$ cat config.mk
export PLATFORM = sky130hd
export DESIGN_NAME = gelato_fetch_scheduler
export DESIGN_NICKNAME = d
export VERILOG_FILES = /design/src/rtl/gelato_types_pkg.sv /design/src/rtl/gelato_rr_arbiter.sv /design/src/rtl/gelato_fetch_scheduler.sv
export SDC_FILE = /design/constraint.sdc
export NUM_CORES = 1
export LEC_CHECK = 0
export ABC_AREA = 1
export CAP_MARGIN = 20
export CORE_AREA = 2 2 135 137
export DETAILED_ROUTE_END_ITERATION = 7
export DIE_AREA = 0 0 137 139
export GPL_TIMING_DRIVEN = 0
export PLACE_DENSITY = 0.88
export SLEW_MARGIN = 10
export SYNTH_ARGS = -nofsm -noshare
export SYNTH_HDL_FRONTEND = slang
export SYNTH_SLANG_ARGS = --single-unit
$ cat constraint.sdc
create_clock -name clk -period 7.3 [get_ports clk]
set_input_delay 1.46 -clock clk [delete_from_list [all_inputs] [get_ports clk]]
set_output_delay 1.46 -clock clk [all_outputs]
set_load 0.1 [all_outputs]
$ cat src/rtl/gelato_types_pkg.sv
// Shared types for the gelato front end: warp/PC/split-table widths and the
// per-warp fetch scheduling state.
package gelato_types;

  localparam int WARP_NUM_DEF   = 8;
  localparam int ADDR_WIDTH_DEF = 32;
  localparam int SPLIT_W_DEF    = 4;

  typedef logic [$clog2(WARP_NUM_DEF)-1:0] warp_num_t;
  typedef logic [ADDR_WIDTH_DEF-1:0]       addr_t;
  typedef logic [SPLIT_W_DEF-1:0]          split_table_num_t;

  typedef enum logic {
    SKD_READY = 1'b0,
    SKD_WAIT  = 1'b1
  } warp_skd_state_t;

endpackage

$ cat src/rtl/gelato_rr_arbiter.sv
// Combinational round-robin arbiter: the first requester at or after base_i
// (wrapping modulo N) wins. N must be a power of two.
module gelato_rr_arbiter #(
  parameter  int N     = 8,
  localparam int IDX_W = $clog2(N)
) (
  input  logic [N-1:0]     req_i,
  input  logic [IDX_W-1:0] base_i,
  output logic [N-1:0]     grant_o,
  output logic [IDX_W-1:0] idx_o,
  output logic             any_o
);

  logic [IDX_W-1:0] cand;

  // Scan from the farthest offset down so the nearest requester is written last.
  always_comb begin
    grant_o = '0;
    idx_o   = '0;
    any_o   = 1'b0;
    cand    = '0;
    for (int i = N - 1; i >= 0; i--) begin
      cand = base_i + IDX_W'(i);
      if (req_i[cand]) begin
        idx_o = cand;
        any_o = 1'b1;
      end
    end
    if (any_o) grant_o[idx_o] = 1'b1;
  end

endmodule

$ cat src/rtl/gelato_fetch_scheduler.sv
// Fetch scheduler: round-robin picks one READY warp with a valid PC, issues it
// over a valid/ready port and parks it in WAIT until it is re-armed.
module gelato_fetch_scheduler
  import gelato_types::*;
#(
  parameter  int WARP_NUM   = 8,
  parameter  int ADDR_WIDTH = 32,
  parameter  int SPLIT_W    = 4,
  localparam int WN_W       = $clog2(WARP_NUM),
  localparam int CNT_W      = WN_W + 1
) (
  input  logic                           clk,
  input  logic                           rst_n,
  input  logic                           rdy,
  input  logic [WARP_NUM-1:0]            pct_valid,
  input  logic [WARP_NUM*ADDR_WIDTH-1:0] pct_pc,
  input  logic [WARP_NUM*SPLIT_W-1:0]    pct_split_num,
  input  logic                           activate_valid,
  input  logic [WN_W-1:0]                activate_warp_num,
  output logic                           fetch_valid,
  input  logic                           fetch_ready,
  output logic [WN_W-1:0]                fetch_warp_num,
  output logic [ADDR_WIDTH-1:0]          fetch_pc,
  output logic [SPLIT_W-1:0]             fetch_split_num,
  output logic [CNT_W-1:0]               inflight_cnt
);

  warp_skd_state_t       state_q [WARP_NUM];
  logic [WN_W-1:0]       rr_ptr_q;
  logic [WARP_NUM-1:0]   eligible;
  logic [WARP_NUM-1:0]   grant;
  logic [WN_W-1:0]       sel_idx;
  logic                  sel_any;
  logic                  out_free;
  logic                  load;
  logic                  act_eff;

  always_comb begin
    eligible = '0;
    for (int i = 0; i < WARP_NUM; i++) begin
      eligible[i] = pct_valid[i] & (state_q[i] == SKD_READY);
    end
  end

  gelato_rr_arbiter #(.N(WARP_NUM)) u_arb (
    .req_i   (eligible),
    .base_i  (rr_ptr_q),
    .grant_o (grant),
    .idx_o   (sel_idx),
    .any_o   (sel_any)
  );

  // The output register may take a new warp when empty or when handing off.
  assign out_free = ~fetch_valid | fetch_ready;
  assign load     = rdy & out_free & sel_any;
  assign act_eff  = rdy & activate_valid & (state_q[activate_warp_num] == SKD_WAIT);

  // NOTE: all state here is flop-based and updated with non-blocking
  // assignments, so every always_ff reads the pre-edge values and the order of
  // statements only matters where the same target is written twice.
  always_ff @(posedge clk or negedge rst_n) begin
    if (!rst_n) begin
      for (int i = 0; i < WARP_NUM; i++) state_q[i] <= SKD_READY;
      rr_ptr_q        <= '0;
      fetch_valid     <= 1'b0;
      fetch_warp_num  <= '0;
      fetch_pc        <= '0;
      fetch_split_num <= '0;
      inflight_cnt    <= '0;
    end else if (rdy) begin
      if (act_eff) state_q[activate_warp_num] <= SKD_READY;
      // Written after the activate so a same-warp collision leaves it in WAIT.
      for (int i = 0; i < WARP_NUM; i++) begin
        if (load && grant[i]) state_q[i] <= SKD_WAIT;
      end
      if (out_free) fetch_valid <= sel_any;
      if (load) begin
        fetch_warp_num  <= sel_idx;
        fetch_pc        <= pct_pc[sel_idx*ADDR_WIDTH +: ADDR_WIDTH];
        fetch_split_num <= pct_split_num[sel_idx*SPLIT_W +: SPLIT_W];
        rr_ptr_q        <= sel_idx + WN_W'(1);
      end
      case ({load, act_eff})
        2'b10:   inflight_cnt <= inflight_cnt + CNT_W'(1);
        2'b01:   inflight_cnt <= inflight_cnt - CNT_W'(1);
        default: inflight_cnt <= inflight_cnt;
      endcase
    end
  end

endmodule
### After elaboration in Yosys (flattened, before gate mapping)

Index checks and enable logic that the tools add are counted.

* register bits: 55
* bits of input ports: 304
* output and inout bits: 44

* $add $sub $neg: 10
* bitwise gates (word level): 25
* shift-type cells: 2
* reduce and logical (&&, ||, !) cells: 30
* $lt $le $gt $ge: 12
* eq/ne operators: 2
* mux-type cells: 50

Operator list (number)
* $shiftx 256x9->32: 1
* $lt 3x4->1 const B: 9
* $shiftx 32x6->4: 1
* $mux 1: 28
* $bmux 1 s3: 9
* $mux 3: 8
* $reduce_and 2->1: 11
* $reduce_bool 2->1: 9
* $mux 8: 2
* $add 3x3->3 const B: 4
* $and 1x1->1: 12
* $logic_and 1x1->1: 10
* $not 1->1: 9
* $and 8x8->8: 1
* $not 8->8: 1
* $pmux 4 s2: 1
* $add 3x1->3 const B: 2
* $add 3x2->3 const B: 2
* $demux 1 s3: 2
* $add 4x1->4 const B: 1
* $ge 4x4->1 const B: 1
* $lt 4x1->1 const B: 1
* $not 3->4: 1
* $sub 4x1->4 const B: 1
* other kinds (4): 4

### Depth between registers and ports, before layout

* word-level depth: 20
* depth in mapped cells: 25
* gate-level depth less buffers: 21

### Hierarchy

From an unflattened synthesis, not the netlist that was laid out.

* cell total of the unflattened synthesis: 938
* area total of the unflattened synthesis: 5524.0 um^2

Modules (own cells, without submodules)
* gelato_fetch_scheduler: cells an instance 798, area an instance 4763.3 um^2, times used 1
* gelato_rr_arbiter: cells an instance 140, area an instance 760.7 um^2, times used 1

### Worst setup path before layout

OpenSTA, ideal clock, no wires.

* kind: in2reg
* start point: input port pct_valid[2]
* end point: register inflight_cnt[2]
* data required time: 7.177 ns
* stages on the path: 17
* arrival time: 3.617 ns
* path slack: 3.560 ns
* path through: nand3_1 nand3_1 nand3_1 nand2_1 nor2_1 nand3_1 o21ai_4 clkbuf_1 ha_1 nand2_1 inv_1 nor2_1 ha_1 a21oi_1 a21oi_1 o21ai_0 nand2_1

* cells in the longest elaborated chain, start to end: 15

RTL lines
* start, declared: line gelato_fetch_scheduler.sv:15 `input logic [WARP_NUM-1:0] pct_valid,`
* $and 1x1->1 (*): line gelato_fetch_scheduler.sv:41 `eligible[i] = pct_valid[i] & (state_q[i] == SKD_READY);`
* $bmux 1 s3: line gelato_rr_arbiter.sv:24 `if (req_i[cand]) begin`
* $mux 1 (implied by the code): line gelato_rr_arbiter.sv:24
* $mux 1 (7 in series): line gelato_rr_arbiter.sv:24
* $mux 1 (*): line gelato_rr_arbiter.sv:24
* $and 1x1->1 (*): line gelato_fetch_scheduler.sv:55 `assign load = rdy & out_free & sel_any;`
* $eq 2x1->1 / $eq 2x2->1 (equally long branches): line gelato_fetch_scheduler.sv:83 `case ({load, act_eff})`
* $reduce_bool 2->1 (no source line)
* $reduce_and 2->1 (no source line)
* end signal, assigned: line gelato_fetch_scheduler.sv:84 `2'b10: inflight_cnt <= inflight_cnt + CNT_W'(1);`
* end signal, assigned: line gelato_fetch_scheduler.sv:85 `2'b01: inflight_cnt <= inflight_cnt - CNT_W'(1);`
* end signal, assigned: line gelato_fetch_scheduler.sv:86 `default: inflight_cnt <= inflight_cnt;`
* end, declared: line gelato_fetch_scheduler.sv:25 `output logic [CNT_W-1:0] inflight_cnt`

Every way passes the cells marked *; elsewhere a longest branch is shown, timed or not. The select of a mux whose other input is x is not followed.
A chain may end at the register's enable or synchronous reset.

### Worst setup path after layout

* start point: input port pct_valid[1]
* end point: register inflight_cnt[2]

The elaborated chain is that of the path after synthesis.

==> flow_metrics.tcl <==
set metrics [dict create \
    period_share 0.621 \
    syn_inst 1221 \
    synthesis.nets 1530 \
    place.port_buffers 347 \
    fmax_ghz 0.221 \
    finalCoreUtilization 0.581 \
    required_ps 7490 \
    tritoncts_clock_tree "yes" \
    yosysSeqAreaShare 0.217 \
    finalNetCount 1884 \
    worst_setup_path_start_kind "input pin" \
    synthesis.area_sq_um 6340 \
    post-synth-top-area-fraction 0.395 \
    max_slew_margin 0.314 \
    drc_errors 0 \
    layout_overhead_on_the_synthesized_area_pct 61.7 \
    synth-edff-count 0 \
    post-synth-top-area-cell "sky130_fd_sc_hd__nand2_1" \
    chipWidth_microns 137 \
    report.final.slew_viol_count 0 \
    clk_latency_ps 310 \
    drt-vias-per-instance 4.93 \
    synth_most_common_cell "sky130_fd_sc_hd__nand2_1" \
    critical_path.endpoint_type "register" \
    rows 49 \
    postSynth.asyncResetShare 1.00 \
    grt_first_pass_wirelength_mm 44.7 \
    rsz0062_at_grt "false" \
    setup.worst_path.class "in -> reg" \
    clock-root-buffer "sky130_fd_sc_hd__clkbuf_16" \
    fp.dieArea_sq_um 19000 \
    synth-seq-cells 55 \
    grt_overflow 0 \
    worst-path-max-fanout 11 \
    crit_path_cell_trace "clkdlybuf4s50_1 > nand3_1 > nand3_1 > nand3_1 > nand2_1 > nor2_1 > nand3_1 > o21ai_4 > clkbuf_1 > ha_1 > nand2_1 > inv_1 > nor2_1 > ha_1 > a21oi_1 > a21oi_1 > o21ai_0 > nand2_1" \
    cts.hold.buffers_added 0 \
    antenna_left 0 \
    cp_data_arrival_time_ps 4720 \
    grt.total_usage 0.304 \
    cell_with_the_largest_stage_delay_on_the_worst_path "sky130_fd_sc_hd__clkdlybuf4s50_1" \
    setup-tns-final_ps 0 \
    path_buf_inv 3 \
    routabilityCongestion 0.932 \
    core_area_sq_um 17700 \
    run_status "finished, final reports clean" \
    seq_area_sq_um 1380 \
    h-tree-depth 2 \
    synth.area.top_cells "sky130_fd_sc_hd__nand2_1, sky130_fd_sc_hd__dfrtp_1, sky130_fd_sc_hd__nand3_1, sky130_fd_sc_hd__inv_1, sky130_fd_sc_hd__buf_2" \
    slew_at_the_pin_closest_to_its_max_slew_limit_ps 1030 \
    avgSynthCellArea_sq_um 5.19 \
    wire_per_inst_microns 16.4 \
    wirelength_mm 29.6 \
    grt_antenna_before_repair 1 \
    hold_ws_ps 480 \
    drtIter0Drc 518 \
    timing_hold_violations_final 0 \
    hold_path.class "reg -> reg" \
    first_global_vias 8540 \
    cts_buffer_depth 2 \
    multi_input_comb_area_sq_um 3880 \
    cts_repair_resize_count 0 \
    postCtsSetupBuffers 0 \
    cts_num_sinks 55 \
    cpMostUsedCell "sky130_fd_sc_hd__nand3_1" \
    fill_cells 1727 \
    clk_transition_reported_paths_ps 80 \
    synth_cell_type_count 32 \
    ios 348 \
    max_cap_viol_count 0 \
    detailroute.via_count 8909 \
    crit_family "simple AND/OR/NAND/NOR gates" \
    detail_route.first_pass.iterations 6 \
    grt_max_degree 56 \
    finalClockSkew_ps 12.0 \
    timing.critical_path.slowest_cell_delay_ps 470 \
    yosys-top-cells-count "sky130_fd_sc_hd__nand2_1, sky130_fd_sc_hd__inv_1, sky130_fd_sc_hd__nand3_1" \
    ys.flop_type "sky130_fd_sc_hd__dfrtp_1" \
    floorplan.die.height_microns 139 \
    tritoncts.num_buffers 5 \
    yosys_warnings 0 \
    drive_gt1_frac 0.0552 \
    initial_core_util 0.359 \
    final_period_minus_worst_setup_slack_ps 4530 \
    total_half_perimeter_wirelength_after_legalization_and_detailed_placement_mm 23.5 \
    final-setup-viol-count 0 \
]
final cells by class:
type	count	area share
diodes	1	0.000244
repair buffers	347	0.338
clock buffers	5	0.0122
plain buffers	60	0.0366
well taps	229	0.0279
multi-input cells	917	0.378
flip-flops and latches	55	0.134
inverters	189	0.0692
clock inverters	3	0.00268
cells by family (layout without fill, tap and decap cells):
kind of cell / count (synthesis) / after routing / synth area share
other: 0 / 1 / 0
DFF: 55 / 55 / 0.217
and+or+nand+nor: 872 / 872 / 0.558
xor gates and xnor gates: 6 / 6 / 0.0118
adders and majority gates: 5 / 5 / 0.00986
AOI/OAI and AO/OA: 34 / 34 / 0.0322
buffers and inverters: 249 / 604 / 0.171
state kept, by name, summed over array words and instances, names as in the netlist:
signal / count
fetch_warp_num: 3
fetch_split_num: 4
fetch_pc: 32
fetch_valid: 1
inflight_cnt: 4
rr_ptr_q: 3
state_q: 8
metrics by stage:
step | instances | setup slack (ps) | cell area (sq um)
floorplan | 1221 | 3560 | 6340
global placement | 1797 | 2540 | 10100
detailed placement | 1797 | 2510 | 10100
CTS | 1805 | 2820 | 10300
global route | 1806 | 2400 | 10300
finish | 1806 | 2770 | 10300
layer usage:
| metal | vias up | track usage | part of all wire |
|---|---|---|---|
| li1 | 4372 | - | - |
| met1 | 3976 | 0.370 | 0.39 |
| met2 | 492 | 0.526 | 0.48 |
| met3 | 69 | 0.0625 | 0.092 |
| met4 | 0 | 0.111 | 0.039 |
| met5 | - | 0 | 0 |
final timing paths:
path | start | to | slack (ps) | depth (start not counted)
setup / recovery | pct_valid[1] | inflight_cnt[2]$_DFFE_PN0P_ | 2770 | 18
max in group asynchronous | rst_n | fetch_pc[3]$_DFFE_PN0P_ | 5530 | 1
hold reg to reg | inflight_cnt[3]$_DFFE_PN0P_ | inflight_cnt[3]$_DFFE_PN0P_ | 480 | 1
hold / removal | inflight_cnt[3]$_DFFE_PN0P_ | inflight_cnt[3]$_DFFE_PN0P_ | 480 | 1
setup reg to reg | rr_ptr_q[1]$_DFFE_PN0P_ | inflight_cnt[2]$_DFFE_PN0P_ | 3090 | 21
min in group asynchronous | rst_n | inflight_cnt[2]$_DFFE_PN0P_ | 1230 | 1
worst register-to-register path, cell delays in order (launching register included):
cell and delay (ps):
sky130_fd_sc_hd__dfrtp_1 390, sky130_fd_sc_hd__buf_2 200, sky130_fd_sc_hd__inv_1 230, sky130_fd_sc_hd__ha_1 280, sky130_fd_sc_hd__buf_2 180, sky130_fd_sc_hd__inv_1 170
sky130_fd_sc_hd__nand3_1 130, sky130_fd_sc_hd__nand3_1 120, sky130_fd_sc_hd__nand2_1 130, sky130_fd_sc_hd__nor2_1 160, sky130_fd_sc_hd__nand3_1 140, sky130_fd_sc_hd__o21ai_4 440
sky130_fd_sc_hd__clkbuf_1 440, sky130_fd_sc_hd__ha_1 310, sky130_fd_sc_hd__nand2_1 60, sky130_fd_sc_hd__inv_1 70, sky130_fd_sc_hd__nor2_1 60, sky130_fd_sc_hd__ha_1 170
sky130_fd_sc_hd__a21oi_1 170, sky130_fd_sc_hd__a21oi_1 90, sky130_fd_sc_hd__o21ai_0 80, sky130_fd_sc_hd__nand2_1 70
placed cells by master, fill, tap and decap left out, types with 3 or more instances in the layout:
master and instances:
sky130_fd_sc_hd__buf_6 6, sky130_fd_sc_hd__nand4_1 4, sky130_fd_sc_hd__nand2_2 3, sky130_fd_sc_hd__clkbuf_16 5
sky130_fd_sc_hd__inv_1 174, sky130_fd_sc_hd__a21oi_1 12, sky130_fd_sc_hd__dfrtp_1 55, sky130_fd_sc_hd__buf_4 19
sky130_fd_sc_hd__buf_2 30, sky130_fd_sc_hd__nand3_1 169, sky130_fd_sc_hd__ha_1 5, sky130_fd_sc_hd__o21ai_0 11
sky130_fd_sc_hd__o211ai_1 3, sky130_fd_sc_hd__nand2_1 667, sky130_fd_sc_hd__nor3_1 6, sky130_fd_sc_hd__clkbuf_1 6
sky130_fd_sc_hd__inv_2 13, sky130_fd_sc_hd__nor2_1 19, sky130_fd_sc_hd__clkdlybuf4s50_1 346
Power is not shown: default switching activity piles up to over one toggle a cycle in this logic, so the estimate is an artifact.
